File: config.mk
export PLATFORM = sky130hd
export DESIGN_NAME = obstacle_spawner
export DESIGN_NICKNAME = d
export VERILOG_FILES = /design/src/rtl/obstacle_spawner.sv
export SDC_FILE = /design/constraint.sdc
export NUM_CORES = 1
export LEC_CHECK = 0
export ABC_AREA = 1
export CAP_MARGIN = 20
export CORE_UTILIZATION = 25
export DETAILED_ROUTE_END_ITERATION = 12
export PLACE_DENSITY = 0.41
export SLEW_MARGIN = 30
export SYNTH_ARGS = -nofsm -noshare
export SYNTH_HDL_FRONTEND = slang
export SYNTH_SLANG_ARGS = --single-unit
export TNS_END_PERCENT = 30
File: constraint.sdc
create_clock -name clk_in -period 4.45 [get_ports clk_in]
set_clock_uncertainty 0.2 [all_clocks]
set_input_delay 0.445 -clock clk_in [delete_from_list [all_inputs] [get_ports clk_in]]
set_output_delay 0.445 -clock clk_in [all_outputs]
set_load 0.03 [all_outputs]
File: src/rtl/obstacle_spawner.sv
`default_nettype none
// ============================================================================
// Module      : obstacle_spawner
// Description : Obstacle slot manager for the runner game. It scrolls active
//               obstacles left once per frame, derives difficulty from
//               time_alive, and spawns new obstacles after a random frame
//               delay with per-lane spacing at the spawn edge.
// Revision    : 1.0 - initial release
// ============================================================================
module obstacle_spawner #(
    parameter int NUM_SLOTS    = 10,
    parameter int NUM_LANES    = 3,
    parameter int LANE_W       = 2,
    parameter int POS_W        = 11,
    parameter int START_POS    = 1087,
    parameter int MIN_GAP      = 128,
    parameter int LEVEL_PERIOD = 30,
    parameter int MAX_LEVEL    = 10,
    parameter int BASE_SPEED   = 1,
    parameter int MAX_SPEED    = 7,
    parameter int SPD_W        = 3,
    parameter int WAIT_SCALE   = 4
) (
    input  logic                          clk_in,
    input  logic                          rst_in,
    input  logic                          game_reset,
    input  logic                          run,
    input  logic                          frame_trigger,
    input  logic [11:0]                   time_alive,
    input  logic [3:0]                    random_num,
    input  logic [LANE_W-1:0]             random_lane,
    input  logic [1:0]                    random_sprite,
    output logic [NUM_SLOTS-1:0]          obs_active,
    output logic [NUM_SLOTS*LANE_W-1:0]   obs_lane,
    output logic [NUM_SLOTS*POS_W-1:0]    obs_pos,
    output logic [NUM_SLOTS*2-1:0]        obs_sprite,
    output logic [3:0]                    active_count,
    output logic [SPD_W-1:0]              speed,
    output logic [3:0]                    level,
    output logic                          spawn_pulse,
    output logic [3:0]                    spawn_slot
);

    localparam int WAIT_W = 4 + $clog2(WAIT_SCALE + 1);

    localparam logic [POS_W-1:0] c_start      = POS_W'(START_POS);
    localparam logic [POS_W-1:0] c_block_edge = POS_W'(START_POS - MIN_GAP);

    localparam logic [1:0] S_IDLE  = 2'd0;
    localparam logic [1:0] S_WAIT  = 2'd1;
    localparam logic [1:0] S_PLACE = 2'd2;

    logic                 w_clear;
    logic                 w_frame;

    logic [NUM_SLOTS-1:0] r_active;
    logic [LANE_W-1:0]    r_lane   [NUM_SLOTS];
    logic [POS_W-1:0]     r_pos    [NUM_SLOTS];
    logic [1:0]           r_sprite [NUM_SLOTS];
    logic [3:0]           r_active_count;
    logic [3:0]           r_level;
    logic [SPD_W-1:0]     r_speed;
    logic [3:0]           r_target;
    logic                 r_spawn_pulse;
    logic [3:0]           r_spawn_slot;
    logic [1:0]           r_state;
    logic [WAIT_W-1:0]    r_wait;

    logic [11:0]          w_quot;
    logic [3:0]           w_level;
    logic [4:0]           w_spd_sum;
    logic [SPD_W-1:0]     w_speed;
    logic [3:0]           w_target;
    logic [3:0]           w_popcnt;
    logic [POS_W-1:0]     w_spd_ext;

    logic [NUM_LANES-1:0] w_blocked;
    logic                 w_lane_ok;
    logic [LANE_W-1:0]    w_lane_sel;
    logic                 w_free_ok;
    logic [3:0]           w_free_idx;

    logic [1:0]           w_state_nxt;
    logic [WAIT_W-1:0]    w_wait_nxt;
    logic                 w_spawn;

    assign w_clear   = rst_in | game_reset;
    assign w_frame   = frame_trigger & run;
    assign w_spd_ext = POS_W'(r_speed);

    // Difficulty is a pure function of time_alive, registered once.
    assign w_quot    = time_alive / 12'(LEVEL_PERIOD);
    assign w_level   = (w_quot > 12'(MAX_LEVEL)) ? 4'(MAX_LEVEL) : w_quot[3:0];
    assign w_spd_sum = 5'(BASE_SPEED) + {1'b0, w_level};
    assign w_speed   = (w_spd_sum > 5'(MAX_SPEED)) ? SPD_W'(MAX_SPEED) : w_spd_sum[SPD_W-1:0];
    assign w_target  = (w_level > 4'(NUM_SLOTS)) ? 4'(NUM_SLOTS) : w_level;

    always_comb begin
        w_popcnt = '0;
        for (int i = 0; i < NUM_SLOTS; i++) begin
            w_popcnt = w_popcnt + 4'(r_active[i]);
        end
    end

    // Lane and slot selection look only at registered slot state, so a slot
    // freed by movement this cycle becomes eligible on the following cycle.
    always_comb begin
        int cand;
        int lane;
        w_blocked  = '0;
        w_lane_ok  = 1'b0;
        w_lane_sel = '0;
        w_free_ok  = 1'b0;
        w_free_idx = '0;
        for (int l = 0; l < NUM_LANES; l++) begin
            for (int i = 0; i < NUM_SLOTS; i++) begin
                if (r_active[i] && (int'(r_lane[i]) == l) && (r_pos[i] > c_block_edge)) begin
                    w_blocked[l] = 1'b1;
                end
            end
        end
        cand = int'(random_lane);
        if (cand >= NUM_LANES) begin
            cand = cand - NUM_LANES;
        end
        for (int k = 0; k < NUM_LANES; k++) begin
            lane = cand + k;
            if (lane >= NUM_LANES) begin
                lane = lane - NUM_LANES;
            end
            if (!w_lane_ok && !w_blocked[lane]) begin
                w_lane_ok  = 1'b1;
                w_lane_sel = LANE_W'(lane);
            end
        end
        for (int i = 0; i < NUM_SLOTS; i++) begin
            if (!w_free_ok && !r_active[i]) begin
                w_free_ok  = 1'b1;
                w_free_idx = 4'(i);
            end
        end
    end

    always_comb begin
        w_state_nxt = r_state;
        w_wait_nxt  = r_wait;
        w_spawn     = 1'b0;
        case (r_state)
            S_IDLE: begin
                if (r_active_count < r_target) begin
                    w_wait_nxt  = WAIT_W'(random_num) * WAIT_W'(WAIT_SCALE);
                    w_state_nxt = S_WAIT;
                end
            end
            S_WAIT: begin
                if (w_frame) begin
                    if (r_wait == '0) begin
                        w_state_nxt = S_PLACE;
                    end else begin
                        w_wait_nxt = r_wait - WAIT_W'(1);
                    end
                end
            end
            S_PLACE: begin
                if (w_free_ok && w_lane_ok) begin
                    w_spawn     = 1'b1;
                    w_state_nxt = S_IDLE;
                end
            end
            default: w_state_nxt = S_IDLE;
        endcase
    end

    always_ff @(posedge clk_in) begin
        if (w_clear) begin
            r_state        <= S_IDLE;
            r_wait         <= '0;
            r_level        <= '0;
            r_speed        <= SPD_W'(BASE_SPEED);
            r_target       <= '0;
            r_active_count <= '0;
            r_spawn_pulse  <= 1'b0;
            r_spawn_slot   <= '0;
        end else begin
            r_state        <= w_state_nxt;
            r_wait         <= w_wait_nxt;
            r_level        <= w_level;
            r_speed        <= w_speed;
            r_target       <= w_target;
            r_active_count <= w_popcnt;
            r_spawn_pulse  <= w_spawn;
            if (w_spawn) begin
                r_spawn_slot <= w_free_idx;
            end
        end
    end

    // Movement only touches active slots and spawning only an inactive one,
    // so the two updates never collide on the same slot.
    always_ff @(posedge clk_in) begin
        if (w_clear) begin
            r_active <= '0;
            for (int i = 0; i < NUM_SLOTS; i++) begin
                r_pos[i]    <= c_start;
                r_lane[i]   <= '0;
                r_sprite[i] <= '0;
            end
        end else begin
            for (int i = 0; i < NUM_SLOTS; i++) begin
                if (w_frame && r_active[i]) begin
                    if (r_pos[i] <= w_spd_ext) begin
                        r_active[i] <= 1'b0;
                        r_pos[i]    <= c_start;
                    end else begin
                        r_pos[i] <= r_pos[i] - w_spd_ext;
                    end
                end else if (w_spawn && (w_free_idx == 4'(i))) begin
                    r_active[i] <= 1'b1;
                    r_lane[i]   <= w_lane_sel;
                    r_pos[i]    <= c_start;
                    r_sprite[i] <= random_sprite;
                end
            end
        end
    end

    generate
        for (genvar i = 0; i < NUM_SLOTS; i++) begin : g_slot_out
            assign obs_lane[i*LANE_W +: LANE_W] = r_lane[i];
            assign obs_pos[i*POS_W +: POS_W]    = r_pos[i];
            assign obs_sprite[i*2 +: 2]         = r_sprite[i];
        end
    endgenerate

    assign obs_active   = r_active;
    assign active_count = r_active_count;
    assign speed        = r_speed;
    assign level        = r_level;
    assign spawn_pulse  = r_spawn_pulse;
    assign spawn_slot   = r_spawn_slot;

endmodule
`default_nettype wire

==> results by group <==
Clock network
  – CTS Buf Count: 17
  – CTS tree: done
  – Clk_lat worst skew: 0.46 ns
  – Clock transition at the registers of the reported paths: 0.07 ns
  – CTS H-tree depth: 4
  – Sink Count: 189
  – Setup Buffers After CTS: 0
  – CTS root buffer: clkbuf_16
  – Clock Tree Buf Depth: 2

STA
  – Fin crit period: 3.96 ns
  – Final cycle utilization of the critical path: 89.0%
  – Final setup violation count: 0
  – Final hold vios: 0
  – Max Freq: 0.253 GHz
  – Slew @ Worst Pin: 0.878 ns
  – Unrepaired setup endpoints after global routing: no
  – Pins Over Slew Limit: 0
  – Post-Route Setup TNS: 0 ns
  – Rel. slew slack: 40.0%

Finish
  – Syn-to-layout area delta: 30.5%
  – Cell area after layout: 0.0148 sq mm
  – Util after Layout: 33.3%
  – Antenna Cells: 0
  – Final nets: 1646
  – Layout cells sized above 1: 7.31%

Critical path
  – Crit path max-delay cell type: clkdlybuf4s50_1
  – Max FO, Critical Path: 6
  – Crit path required time: 4.57 ns
  – CP endpoint kind: register
  – Reg-to-reg startpoint: r_pos[9][6]
  – Crit path launch: time_alive[9]
  – Most common cell on crit path: nand2_4
  – Data arrival, critical path: 4.08 ns
  – Type of origin of the critical path: input pin
  – Setup Crit Path Kind: in2reg
  – Crit-path max cell delay: 0.57 ns

Run status
  – Outcome: completed

Place
  – Post-DP HPWL: 27500 microns
  – IO buf count: 199
  – Post-DP Area: 0.0142 sq mm
  – Gp weighted congestion: 0.849

Synth
  – Ys flop type: edfxtp_1
  – Commonest cells post-synth: nor2_1 (224), nand2_1 (220), inv_1 (209)
  – Yosys warning count: 0
  – Most frequent cell after synthesis: nor2_1
  – Post-synthesis cell type count: 55
  – Syn Area/Cell: 8.55 sq um
  – Number of flops mapped to enable cells by yosys: 150
  – Cell taking the most area after synthesis: edfxtp_1
  – FF+latch count, synth: 189
  – Register area share after synthesis: 46.5%
  – Syn_nets: 1415
  – Ranking of synthesized cells by area: edfxtp_1 (40%), nor2_1 (7.4%), nand2_1 (7.3%)
  – Share of the synthesized area in the top cell type: 39.6%
  – Synthesized area: 0.0114 sq mm
  – Async S/R FF share, synth: 0%
  – Cell count after synthesis: 1330

Die
  – Ports: 201
  – Chip Width: 215 microns
  – Core ar.: 0.0445 sq mm
  – Starting Density: 25.5%
  – Chip height: 215 microns
  – # rows: 77
  – Die area: 0.0463 sq mm

Pwr
  – Gate power share: 14.7%
  – Pwr per Cell Area: 284 mW/mm^2
  – Lkg Pwr: 0.00574 uW
  – P_sw: 1180 uW
  – Sw Share: 27.9%
  – Tot Pwr: 4220 uW
  – Clock group share of total power: 38.2%
  – Flop pwr share: 47.1%
  – Internal Pwr Total: 3040 uW
  – Peak VDD IR: 0.169 mV

Detailed routing
  – Drt drc: 0
  – Detail Route Antenna Nets: 0
  – DR iter-0 viols: 643
  – Wirelength per Cell: 16.4 microns
  – Total iterations of the first detailed-routing run: 5
  – Drt total wl: 35500 microns
  – Via density: 4.44
  – DR vias: 9624

Global routing
  – Gr ovfl total: 0
  – GR Util All Layers: 15.5%
  – Antenna violations before repair: 2
  – Vias in the first global route: 9441
  – Pin count of the biggest net entering global routing: 30
  – First-pass GRT wire length: 54600 microns

Hold path
  – HP Class: reg2reg
  – Hold Startpoint: r_wait[0]

Flow run
  – Max-Cap Viols: 0
-- area by class of cell --
| class | instances | area (sq um) |
|---|---|---|
| clock inverter | 14 | 166 |
| clock buffer | 18 | 429 |
| timing repair buffer | 220 | 2150 |
| multi-input combinational | 909 | 5220 |
| inverter | 224 | 841 |
| fill | 4739 | 29700 |
| tap | 592 | 741 |
| sequential | 189 | 5290 |
-- worst paths after layout --
kind,endpoint,slack [ns],depth (start not counted)
setup / recovery,speed[2],0.49,33
hold / removal,r_wait[0],0.26,1
setup reg to reg,r_sprite[0][0],0.56,14
hold reg to reg,r_wait[0],0.26,1
-- cell usage in the layout (no fill, tap or decap), drive strengths merged, types with 2 or more instances in the layout --
cell / n
o221ai: 2
fa: 16
xor2: 34
a211oi: 5
clkinvlp: 4
xnor2: 18
o21ai: 67
nor4: 26
clkdlybuf4s50: 199
nor2: 231
nand3: 89
nand2: 242
edfxtp: 150
nor3b: 6
o21bai: 5
buf: 21
or2: 9
clkbuf: 18
a41oi: 7
o211ai: 7
ha: 44
nand3b: 3
a31oi: 5
a21oi: 36
clkinv: 11
nor3: 18
o31ai: 2
a221oi: 8
nand4: 16
a2111oi: 2
dfxtp: 39
a21boi: 2
inv: 220
bufinv: 3
-- worst max-delay path: cells and delay by family --
family | cells | cell delay (ns)
AO/OA/AOI/OAI | 3 | 0.60
adder cells (fa/ha/maj) | 1 | 0.20
buffers and inverters | 6 | 0.90
AND/OR/NAND/NOR | 23 | 1.91
-- state kept, by name, indices dropped and copies added, names as in the netlist --
signal / cells
r_pos: 110
r_lane: 20
active_count: 4
level: 4
spawn_pulse: 1
r_state: 2
spawn_slot: 4
r_wait: 7
speed: 3
r_target: 4
r_sprite: 20
obs_active: 10
-- logic make-up (layout without fill, tap and decap cells) --
group / count (synthesis) / after routing / share of synthesized area, %
XOR/XNOR: 52 / 52 / 4.01
buffers and inverters: 232 / 476 / 7.66
adder cells (fa/ha/maj): 60 / 60 / 7.66
AO/OA/AOI/OAI: 155 / 155 / 8.56
flip-flops: 189 / 189 / 46.5
AND/OR/NAND/NOR: 642 / 642 / 25.6
-- routing by layer --
metal  GRT usage, %  wire length (microns)  vias up
li1               -                      -     4879
met1           20.4                  16600     4533
met2           25.5                  16800      176
met3           3.21                   1480       32
met4           4.75                    625        4
met5              0                     23        -
-- what timing repair did --
item	CTS	global route
endpoints found under the setup margin	0	2
gates resized for setup	0	1
hold buffers	0	0
hold endpoints to repair	0	0
-- power by group through the flow --
stage | Clock, uW | Sequential, uW | Combinational [uW]
final | 1610 | 1990 | 620
after global routing | 1730 | 1990 | 685
after CTS | 1670 | 1990 | 631
after detailed placement | 0 | 2030 | 628
after global placement | 0 | 2030 | 624
after floorplan | 0 | 2090 | 344
-- per-stage QoR --
| step | hold WS (ns) | cells | setup WS [ns] |
|---|---|---|---|
| after detailed placement | 0.247 | 2134 | -0.00294 |
| final | 0.259 | 2166 | 0.491 |
| after CTS | 0.259 | 2166 | 0.462 |
| after global placement | 0.246 | 2134 | 0.0418 |
| after global routing | 0.296 | 2166 | 0.127 |
| after floorplan | 0.226 | 1330 | 0.842 |
(Power assumes the default switching activity.)
